<file path="src/rtl/ir_transmitter_if.sv">
// Request/status bundle between the main controller and the SIRC IR transmitter.
// The master drives the request; the slave is the transmitter.
`timescale 1ns/1ps

interface ir_transmitter_if;
    logic        transmit;
    logic [11:0] command;
    logic        ir_out;
    logic        busy;
    logic        frame_done;
    logic [7:0]  frames_sent;

    modport master (
        output transmit,
        output command,
        input  ir_out,
        input  busy,
        input  frame_done,
        input  frames_sent
    );

    modport slave (
        input  transmit,
        input  command,
        output ir_out,
        output busy,
        output frame_done,
        output frames_sent
    );
endinterface

</file>
<file path="src/rtl/ir_transmitter.sv">
// SIRC-style 12-bit IR frame transmitter: start burst, LSB-first pulse-width bits,
// fixed-length frames and a carrier-modulated LED drive.
`timescale 1ns/1ps

module ir_transmitter #(
    parameter int unsigned UNIT_CYCLES    = 16200,
    parameter int unsigned CARRIER_PERIOD = 675,
    parameter int unsigned FRAME_UNITS    = 75
) (
    input logic          clock,
    input logic          reset,
    ir_transmitter_if.slave bus
);

    localparam int unsigned UNIT_W = (UNIT_CYCLES > 1) ? $clog2(UNIT_CYCLES) : 1;
    localparam int unsigned CAR_W  = (CARRIER_PERIOD > 1) ? $clog2(CARRIER_PERIOD) : 1;
    localparam int unsigned FRM_W  = $clog2(FRAME_UNITS + 1);
    localparam int unsigned HALF   = CARRIER_PERIOD / 2;

    typedef enum logic [2:0] {
        IDLE,
        START_BURST,
        START_GAP,
        BIT_MARK,
        BIT_SPACE,
        FRAME_GAP
    } state_t;

    state_t             state_q,       state_d;
    logic [11:0]        shift_q,       shift_d;
    logic [3:0]         bit_idx_q,     bit_idx_d;
    logic [UNIT_W-1:0]  unit_cnt_q,    unit_cnt_d;
    logic [1:0]         st_units_q,    st_units_d;
    logic [FRM_W-1:0]   frame_units_q, frame_units_d;
    logic [CAR_W-1:0]   carrier_q,     carrier_d;
    logic               ir_out_q,      ir_out_d;
    logic               busy_q,        busy_d;
    logic               frame_done_q,  frame_done_d;
    logic [7:0]         frames_sent_q, frames_sent_d;

    logic unit_end;
    logic start_frame;
    logic mark_d;
    logic mark_onset;

    always_comb begin
        state_d       = state_q;
        shift_d       = shift_q;
        bit_idx_d     = bit_idx_q;
        unit_cnt_d    = unit_cnt_q;
        st_units_d    = st_units_q;
        frame_units_d = frame_units_q;
        frames_sent_d = frames_sent_q;
        frame_done_d  = 1'b0;
        start_frame   = 1'b0;

        unit_end = (state_q != IDLE) && (unit_cnt_q == UNIT_W'(UNIT_CYCLES - 1));

        if (state_q != IDLE) begin
            unit_cnt_d = unit_end ? '0 : unit_cnt_q + 1'b1;
            if (unit_end) begin
                st_units_d    = st_units_q + 2'd1;
                frame_units_d = frame_units_q + 1'b1;
            end
        end

        case (state_q)
            IDLE: begin
                if (bus.transmit) start_frame = 1'b1;
            end
            START_BURST: begin
                if (unit_end && st_units_q == 2'd3) begin
                    state_d    = START_GAP;
                    st_units_d = '0;
                end
            end
            START_GAP: begin
                if (unit_end) begin
                    state_d    = BIT_MARK;
                    st_units_d = '0;
                end
            end
            BIT_MARK: begin
                // A one is a two-unit mark, a zero a one-unit mark.
                if (unit_end && st_units_q == (shift_q[0] ? 2'd1 : 2'd0)) begin
                    state_d    = BIT_SPACE;
                    st_units_d = '0;
                end
            end
            BIT_SPACE: begin
                if (unit_end) begin
                    st_units_d = '0;
                    shift_d    = shift_q >> 1;
                    if (bit_idx_q == 4'd11) begin
                        state_d   = FRAME_GAP;
                        bit_idx_d = '0;
                    end else begin
                        state_d   = BIT_MARK;
                        bit_idx_d = bit_idx_q + 4'd1;
                    end
                end
            end
            FRAME_GAP: begin
                if (unit_end && frame_units_q >= FRM_W'(FRAME_UNITS - 1)) begin
                    frame_done_d  = 1'b1;
                    frames_sent_d = frames_sent_q + 8'd1;
                    st_units_d    = '0;
                    frame_units_d = '0;
                    if (bus.transmit) start_frame = 1'b1;
                    else              state_d     = IDLE;
                end
            end
            default: state_d = IDLE;
        endcase

        if (start_frame) begin
            state_d       = START_BURST;
            shift_d       = bus.command;
            bit_idx_d     = '0;
            unit_cnt_d    = '0;
            st_units_d    = '0;
            frame_units_d = '0;
        end

        // Carrier phase restarts at each mark onset so every mark begins high.
        mark_d     = (state_d == START_BURST) || (state_d == BIT_MARK);
        mark_onset = mark_d && (start_frame || state_d != state_q);
        if (!mark_d || mark_onset)                          carrier_d = '0;
        else if (carrier_q == CAR_W'(CARRIER_PERIOD - 1))   carrier_d = '0;
        else                                                carrier_d = carrier_q + 1'b1;

        ir_out_d = mark_d && (carrier_d < CAR_W'(HALF));
        busy_d   = (state_d != IDLE);
    end

    always_ff @(posedge clock) begin
        if (reset) begin
            state_q       <= IDLE;
            shift_q       <= '0;
            bit_idx_q     <= '0;
            unit_cnt_q    <= '0;
            st_units_q    <= '0;
            frame_units_q <= '0;
            carrier_q     <= '0;
            ir_out_q      <= 1'b0;
            busy_q        <= 1'b0;
            frame_done_q  <= 1'b0;
            frames_sent_q <= '0;
        end else begin
            state_q       <= state_d;
            shift_q       <= shift_d;
            bit_idx_q     <= bit_idx_d;
            unit_cnt_q    <= unit_cnt_d;
            st_units_q    <= st_units_d;
            frame_units_q <= frame_units_d;
            carrier_q     <= carrier_d;
            ir_out_q      <= ir_out_d;
            busy_q        <= busy_d;
            frame_done_q  <= frame_done_d;
            frames_sent_q <= frames_sent_d;
        end
    end

    assign bus.ir_out      = ir_out_q;
    assign bus.busy        = busy_q;
    assign bus.frame_done  = frame_done_q;
    assign bus.frames_sent = frames_sent_q;

endmodule

</file>
<file path="src/flat_wrapper.sv">
// flat-port wrapper written by rule: the top's interface ports become plain ports
module ir_transmitter_flat 
#(
    parameter int unsigned UNIT_CYCLES    = 16200,
    parameter int unsigned CARRIER_PERIOD = 675,
    parameter int unsigned FRAME_UNITS    = 75
)
  (clock, reset, bus_transmit, bus_command, bus_ir_out, bus_busy, bus_frame_done, bus_frames_sent);
  ir_transmitter_if bus_i ();
  input logic clock;
  input logic reset;
  input wire logic [$bits(bus_i.transmit)-1:0] bus_transmit;
  input wire logic [$bits(bus_i.command)-1:0] bus_command;
  output wire logic [$bits(bus_i.ir_out)-1:0] bus_ir_out;
  output wire logic [$bits(bus_i.busy)-1:0] bus_busy;
  output wire logic [$bits(bus_i.frame_done)-1:0] bus_frame_done;
  output wire logic [$bits(bus_i.frames_sent)-1:0] bus_frames_sent;
  assign bus_i.transmit = bus_transmit;
  assign bus_i.command = bus_command;
  assign bus_ir_out = bus_i.ir_out;
  assign bus_busy = bus_i.busy;
  assign bus_frame_done = bus_i.frame_done;
  assign bus_frames_sent = bus_i.frames_sent;
  ir_transmitter #(.UNIT_CYCLES(UNIT_CYCLES), .CARRIER_PERIOD(CARRIER_PERIOD), .FRAME_UNITS(FRAME_UNITS)) u_core (.clock(clock), .reset(reset), .bus(bus_i));
endmodule
</file>
<file path="config.mk">
export PLATFORM = sky130hd
export DESIGN_NAME = ir_transmitter_flat
export DESIGN_NICKNAME = d
export VERILOG_FILES = /design/src/rtl/ir_transmitter_if.sv /design/src/rtl/ir_transmitter.sv /design/src/flat_wrapper.sv
export SDC_FILE = /design/constraint.sdc
export NUM_CORES = 1
export LEC_CHECK = 0
export BUFFER_PORTS_ARGS = -buffer_cell sky130_fd_sc_hd__buf_2
export CORE_MARGIN = 2
export CORE_UTILIZATION = 30
export DETAILED_ROUTE_END_ITERATION = 10
export GPL_ROUTABILITY_DRIVEN = 0
export MAX_ROUTING_LAYER = met4
export PLACE_DENSITY_LB_ADDON = 0.08
export SLEW_MARGIN = 30
export SYNTH_ARGS = -nofsm -noshare
export SYNTH_HDL_FRONTEND = slang
export SYNTH_SLANG_ARGS = --single-unit
</file>
<file path="constraint.sdc">
create_clock -name clock -period 2.2 [get_ports clock]
set_input_delay 0.33 -clock clock [delete_from_list [all_inputs] [get_ports clock]]
set_output_delay 0.33 -clock clock [all_outputs]
set_load 0.05 [all_outputs]
</file>
After elaboration in Yosys (flattened, before gate mapping)
Cells that the tools add are included.
{"block": "word_totals", "elab_cells": 86, "regBits": 63}
{"block": "classes", "eq_ne": 13, "add_sub_neg": 6, "bitwise": 1, "mux": 32, "n_reduce_logical": 21, "n_lt_le_gt_ge": 2}
{"operator": "12-bit two-way mux", "n": 3}
{"operator": "7-bit two-way mux", "n": 4}
{"operator": "3-bit two-way mux", "n": 8}
{"operator": "10-bit two-way mux", "n": 2}
{"operator": "3-bit case mux with 6 select lines", "n": 1}
{"operator": "14-bit by 1-bit adder with 14-bit output, second input constant", "n": 1}
{"operator": "14-bit == test, second input constant", "n": 1}
{"operator": "14-bit two-way mux", "n": 1}
{"operator": "2-bit two-way mux", "n": 6}
{"operator": "10-bit by 1-bit adder with 10-bit output, second input constant", "n": 1}
{"operator": "10-bit == test, second input constant", "n": 1}
{"operator": "10-bit by 9-bit < comparator with 1-bit output, second input constant", "n": 1}
{"operator": "3-bit by 2-bit == test with 1-bit output, second input constant", "n": 3}
{"operator": "8-bit by 1-bit adder with 8-bit output, second input constant", "n": 1}
{"operator": "2-bit case mux with 4 select lines", "n": 1}
{"operator": "7-bit by 1-bit adder with 7-bit output, second input constant", "n": 1}
{"operator": "7-bit greater-or-equal comparator, second input constant", "n": 1}
{"operator": "3-bit by 1-bit == test with 1-bit output, second input constant", "n": 2}
{"operator": "3-bit == test, second input constant", "n": 2}
{"operator": "1-bit logical AND", "n": 6}
{"operator": "2-bit AND reduction", "n": 3}
{"operator": "3-bit nonzero test", "n": 2}
{"operator": "2-bit OR reduction", "n": 3}
{"operator": "4-bit by 1-bit adder with 4-bit output, second input constant", "n": 1}
{"operator": "other kinds (13)", "n": 19}

Logic depth before layout (Yosys ltp)
{"block": "logic_depth", "word_depth": 13, "depth_mapped": 10, "depth_no_buf": 8}

Worst setup path after synthesis
Ideal clock, no wire load.
{"block": "synth_path", "kind": "reg-to-reg", "from": "reg u_core.frame_units_q[0]", "to": "reg u_core.frame_units_q[1]", "path_buffers": 2, "setup_ns": 0.086, "t_arrival_ns": 2.063, "stages_incl_launch_ff": 10, "required_ns": 2.114, "setup_slack_ns": 0.051, "path_cell_list": "dfxtp_1 -> inv_1 -> ha_1 -> o31ai_1 -> a2111oi_0 -> a21bo_1 -> clkbuf_1 -> or3_1 -> clkbuf_1 -> a211oi_1"}
{"block": "synth_between", "elab_chain_cells": 5, "elab_cells_between_ends": 10, "classes_between": "add/sub (1); order compare (1); mux (6); reduce/logical (2)"}
{"item": "start: declaration", "line_no": "ir_transmitter.sv:34", "source": "logic [FRM_W-1:0] frame_units_q, frame_units_d;"}
{"item": "start signal: assignment", "line_no": "ir_transmitter.sv:155", "source": "frame_units_q <= frame_units_d;"}
{"item": "7-bit by 1-bit adder with 7-bit output / 7-bit greater-or-equal comparator (equally long branches)", "line_no": "ir_transmitter.sv:63, ir_transmitter.sv:104"}
{"item": "7-bit two-way mux / 1-bit logical AND (equally long branches)", "line_no": "ir_transmitter.sv:61, ir_transmitter.sv:104"}
{"item": "7-bit two-way mux / 1-bit two-way mux (equally long branches)", "line_no": "ir_transmitter.sv:59, ir_transmitter.sv:104"}
{"item": "7-bit two-way mux / 1-bit case mux with 2 select lines (equally long branches)", "line_no": "ir_transmitter.sv:104, ir_transmitter.sv:67"}
{"item": "7-bit two-way mux / 2-bit OR reduction (equally long branches)"}
Parallel ways exist; a longest one is shown, timed or not.
A chain may end at the register's enable or synchronous reset.

Worst setup path in the final report
{"block": "layout_path", "from": "reg u_core.unit_cnt_q[4]", "to": "reg u_core.ir_out_q, in the netlist u_core.bus.ir_out"}
{"block": "layout_between", "elab_chain_cells": 13, "elab_cells_between_ends": 25, "classes_between": "order compare (1); eq/ne (4); mux (10); reduce/logical (10)"}
{"item": "start: declaration", "line_no": "ir_transmitter.sv:32", "source": "logic [UNIT_W-1:0] unit_cnt_q, unit_cnt_d;"}
{"item": "start signal: assignment", "line_no": "ir_transmitter.sv:153", "source": "unit_cnt_q <= unit_cnt_d;"}
{"item": "14-bit == test (*)", "line_no": "ir_transmitter.sv:57", "source": "unit_end = (state_q != IDLE) && (unit_cnt_q == UNIT_W'(UNIT_CYCLES - 1));"}
{"item": "1-bit logical AND (*)", "line_no": "ir_transmitter.sv:57"}
{"item": "1-bit logical AND (on tied branches)", "line_no": "ir_transmitter.sv:104, ir_transmitter.sv:72, ir_transmitter.sv:85"}
{"item": "3-bit two-way mux (tied with other cells)", "line_no": "ir_transmitter.sv:104", "source": "if (unit_end && frame_units_q >= FRM_W'(FRAME_UNITS - 1)) begin"}
{"item": "3-bit case mux with 6 select lines / 1-bit case mux with 2 select lines (equally long branches)", "line_no": "ir_transmitter.sv:67", "source": "case (state_q)"}
{"item": "3-bit two-way mux", "line_no": "ir_transmitter.sv:116", "source": "if (start_frame) begin"}
{"item": "3-bit by 1-bit == test with 1-bit output (tied with other cells)", "line_no": "ir_transmitter.sv:126", "source": "mark_d = (state_d == START_BURST) || (state_d == BIT_MARK);"}
{"item": "1-bit logical OR (on tied branches)", "line_no": "ir_transmitter.sv:126, ir_transmitter.sv:127"}
{"item": "1-bit logical NOT / 1-bit logical AND (equally long branches)", "line_no": "ir_transmitter.sv:128, ir_transmitter.sv:127"}
{"item": "1-bit logical OR", "line_no": "ir_transmitter.sv:128", "source": "if (!mark_d || mark_onset) carrier_d = '0;"}
{"item": "10-bit two-way mux", "line_no": "ir_transmitter.sv:128"}
{"item": "10-bit by 9-bit < comparator with 1-bit output", "line_no": "ir_transmitter.sv:132", "source": "ir_out_d = mark_d && (carrier_d < CAR_W'(HALF));"}
{"item": "1-bit logical AND (*)", "line_no": "ir_transmitter.sv:132"}
{"item": "end signal: assignment", "line_no": "ir_transmitter.sv:157", "source": "ir_out_q <= ir_out_d;"}
{"item": "end: declaration", "line_no": "ir_transmitter.sv:36", "source": "logic ir_out_q, ir_out_d;"}
Mark *: on every way between the ends. The rest lies on a longest branch, timed or not.

==> metrics <==
Die Y 105 um; Final Cell Area 0.00377 sq mm; Hold Fails Final Rpt 0; IO Count 26; Die W 105 um; Yosys reg bits 63; status completed; Post-synth EDFFs 0; Unique masters post-synth 53; asr flop ratio synth 0; type of origin of the critical path register; DR vias between 2000 and 3000; number of clock sinks 63; maximum VDD drop about 0.26 mV; Synth-to-Final Area Change 23.2%; first-pass GRT wire length 12300 um; Pre-Repair DR Iteration Count 4; initial antenna violation count 0; Setup crit end kind register; worst-skew pair later-pin latency approximately 0.34 ns; Tmin final 2.15 ns; crit-path max FO 3; ys flop type dfxtp_1; critical path arrival 2.43 ns; Via density roughly 4.8; P_leak 1.39 nW; DRC violations left 0; GR Overflow Total 0; commonest cells after routing, fill and taps aside dfxtp_1 (57), nor2_1 (48), nand2_1 (45), buf_4 (32), a21oi_1 (28); ANT cells 0; number of CTS-inserted buffers 9; CTS tree yes; Slew Viols, Final 0; Pwr per Cell Area approximately 650 mW/mm^2; CTS clk-pin slew, worst paths 0.07 ns; initial core utilization 0.311; Layout Nets 437; CP required 2.48 ns; Highest Clock Rate between 400 and 500 MHz; Routed WL 7040 um; dpl cells 534; CTS Root Cell clkbuf_8; Synth Area in Compound Gates 0.154; Max Cap Viol 0; final worst-path setup slack approximately 0.052 ns; setup violators final 0; DP Area 0.00349 sq mm; # rows 36; vias in the first global route 2541; core area 0.00982 sq mm; Fin Setup TNS 0 ns; # hold bufs at CTS 0; Final Core Density 0.384; Mapped Cells between 300 and 400; Setup CP Type reg -> reg; post-synthesis adder-cell area fraction 0.0327; commonest non-fill, non-tap cell in the layout dfxtp_1; Die ar. ~0.011 sq mm; wire per inst 12.8 um; cell area after synthesis 0.00306 sq mm; Worst Hold Class in -> reg; main combinational cell family by area after synthesis simple AND/OR/NAND/NOR gates; largest net degree at the start of global routing 22; RSZ-0062 raised after global routing yes; post-synthesis mux area share 0.0135; detailed placer's ending HPWL about 5000 um; Clock Skew 0.00935 ns; Slew @ Worst Pin 0.444 ns; gr usage total 0.141; initial DRC count 96; Post-Synth Simple-Gate Area 0.266; setup slack after placement 0.0468 ns; Non-Filler Instances 551; final worst path period share 0.976; H-tree levels 3; Port Buf Inserts 25; CTS Buffer Depth 2; Syn Area/Cell 8.31 sq um; XOR/XNOR share of the synthesized area 0.0859; Slew Limit Headroom 0.704; Seq/Total Area, Yosys 0.412; post-route ant nets 0; layout cells sized above 1 0.222; synth warn 0; syn_nets 391
[worst max-delay path: stages, from the launching register on]
cell and delay [ns]:
dfxtp_2 0.34, or3b_4 0.39, or4_4 0.54, or3_1 0.35, and4b_1 0.24, nor2_2 0.09
and3_1 0.15
[report_power, final]
part,internal (W),switching [W]
sequential,0.00116,0.0000121
combinational,0.0000647,0.0000929
clock,0.000660,0.000454
[stage by stage]
stage	total power (W)	hold slack, ns
after global placement	0.00136	0.445
after detailed placement	0.00136	0.450
after CTS	0.00249	0.211
final	0.00245	0.234
after floorplan	0.00130	0.434
after global routing	0.00256	0.241
[worst paths after layout]
check | startpoint | endpoint | slack, ns | cells past startpoint
worst max-delay path | u_core.unit_cnt_q[4]$_SDFFE_PP0N_ | u_core.bus.ir_out$_SDFF_PP0_ | 0.05 | 6
worst min-delay path | bus_command[0] | u_core.shift_q[0]$_SDFFE_PP0P_ | 0.23 | 3
worst max register to register | u_core.unit_cnt_q[4]$_SDFFE_PP0N_ | u_core.bus.ir_out$_SDFF_PP0_ | 0.05 | 6
worst min register to register | u_core.shift_q[2]$_SDFFE_PP0P_ | u_core.shift_q[2]$_SDFFE_PP0P_ | 0.45 | 2
[registers in the layout (all words and copies together), names as in the netlist]
name,flops
u_core.unit_cnt_q,14
u_core.bus.frame_done,1
u_core.carrier_q,10
u_core.bus.busy,1
u_core.st_units_q,2
u_core.bit_idx_q,4
u_core.state_q,3
u_core.bus.frames_sent,8
u_core.shift_q,12
u_core.bus.ir_out,1
u_core.frame_units_q,7
[cells by family after synthesis]
kind of cell | after synthesis
AO/OA/AOI/OAI | 73
XOR/XNOR | 30
adder cells (fa/ha/maj) | 8
buffers and inverters | 27
flip-flops | 63
multiplexers | 4
AND/OR/NAND/NOR | 163
[cells in the mapped netlist, drive strengths merged (3+ instances only)]
cell,count,share of area
a21oi,28,0.046
a22oi,10,0.025
a31oi,3,0.0061
and3,11,0.023
and4,4,0.011
buf,7,0.010
clkbuf,15,0.018
dfxtp,63,0.41
ha,8,0.033
inv,5,0.0061
mux2i,3,0.0098
nand2,45,0.055
nand2b,4,0.0082
nand3,8,0.013
nand4,8,0.016
nand4bb,3,0.011
nor2,49,0.061
nor2b,3,0.0061
nor3,8,0.013
nor4,3,0.0082
o21ai,10,0.016
or3,10,0.020
xnor2,10,0.029
xor2,20,0.057
[layer usage]
metal	track usage	vias to the layer above	part of all wire
met5	-	-	0
met4	0.0571	0	0.0088
met3	0.0324	7	0.036
met2	0.206	40	0.43
met1	0.186	1232	0.52
li1	-	1390	-
[timing repair]
| action | in CTS | in global routing |
|---|---|---|
| endpoints found under the setup margin | 0 | 45 |
| setup buffers | 0 | 2 |
| gates resized for setup | 0 | 18 |
[final cells by class]
| type | count | area, sq um |
|---|---|---|
| repair buffers | 57 | 365 |
| multi-input cells | 278 | 1740 |
| flip-flops and latches | 63 | 1270 |
| clock buffers | 11 | 141 |
| fillers | 1093 | 6050 |
| inverters | 5 | 18.8 |
| well taps | 133 | 166 |
| clock inverters | 4 | 70.1 |
Power figures use the tool's default switching activity.
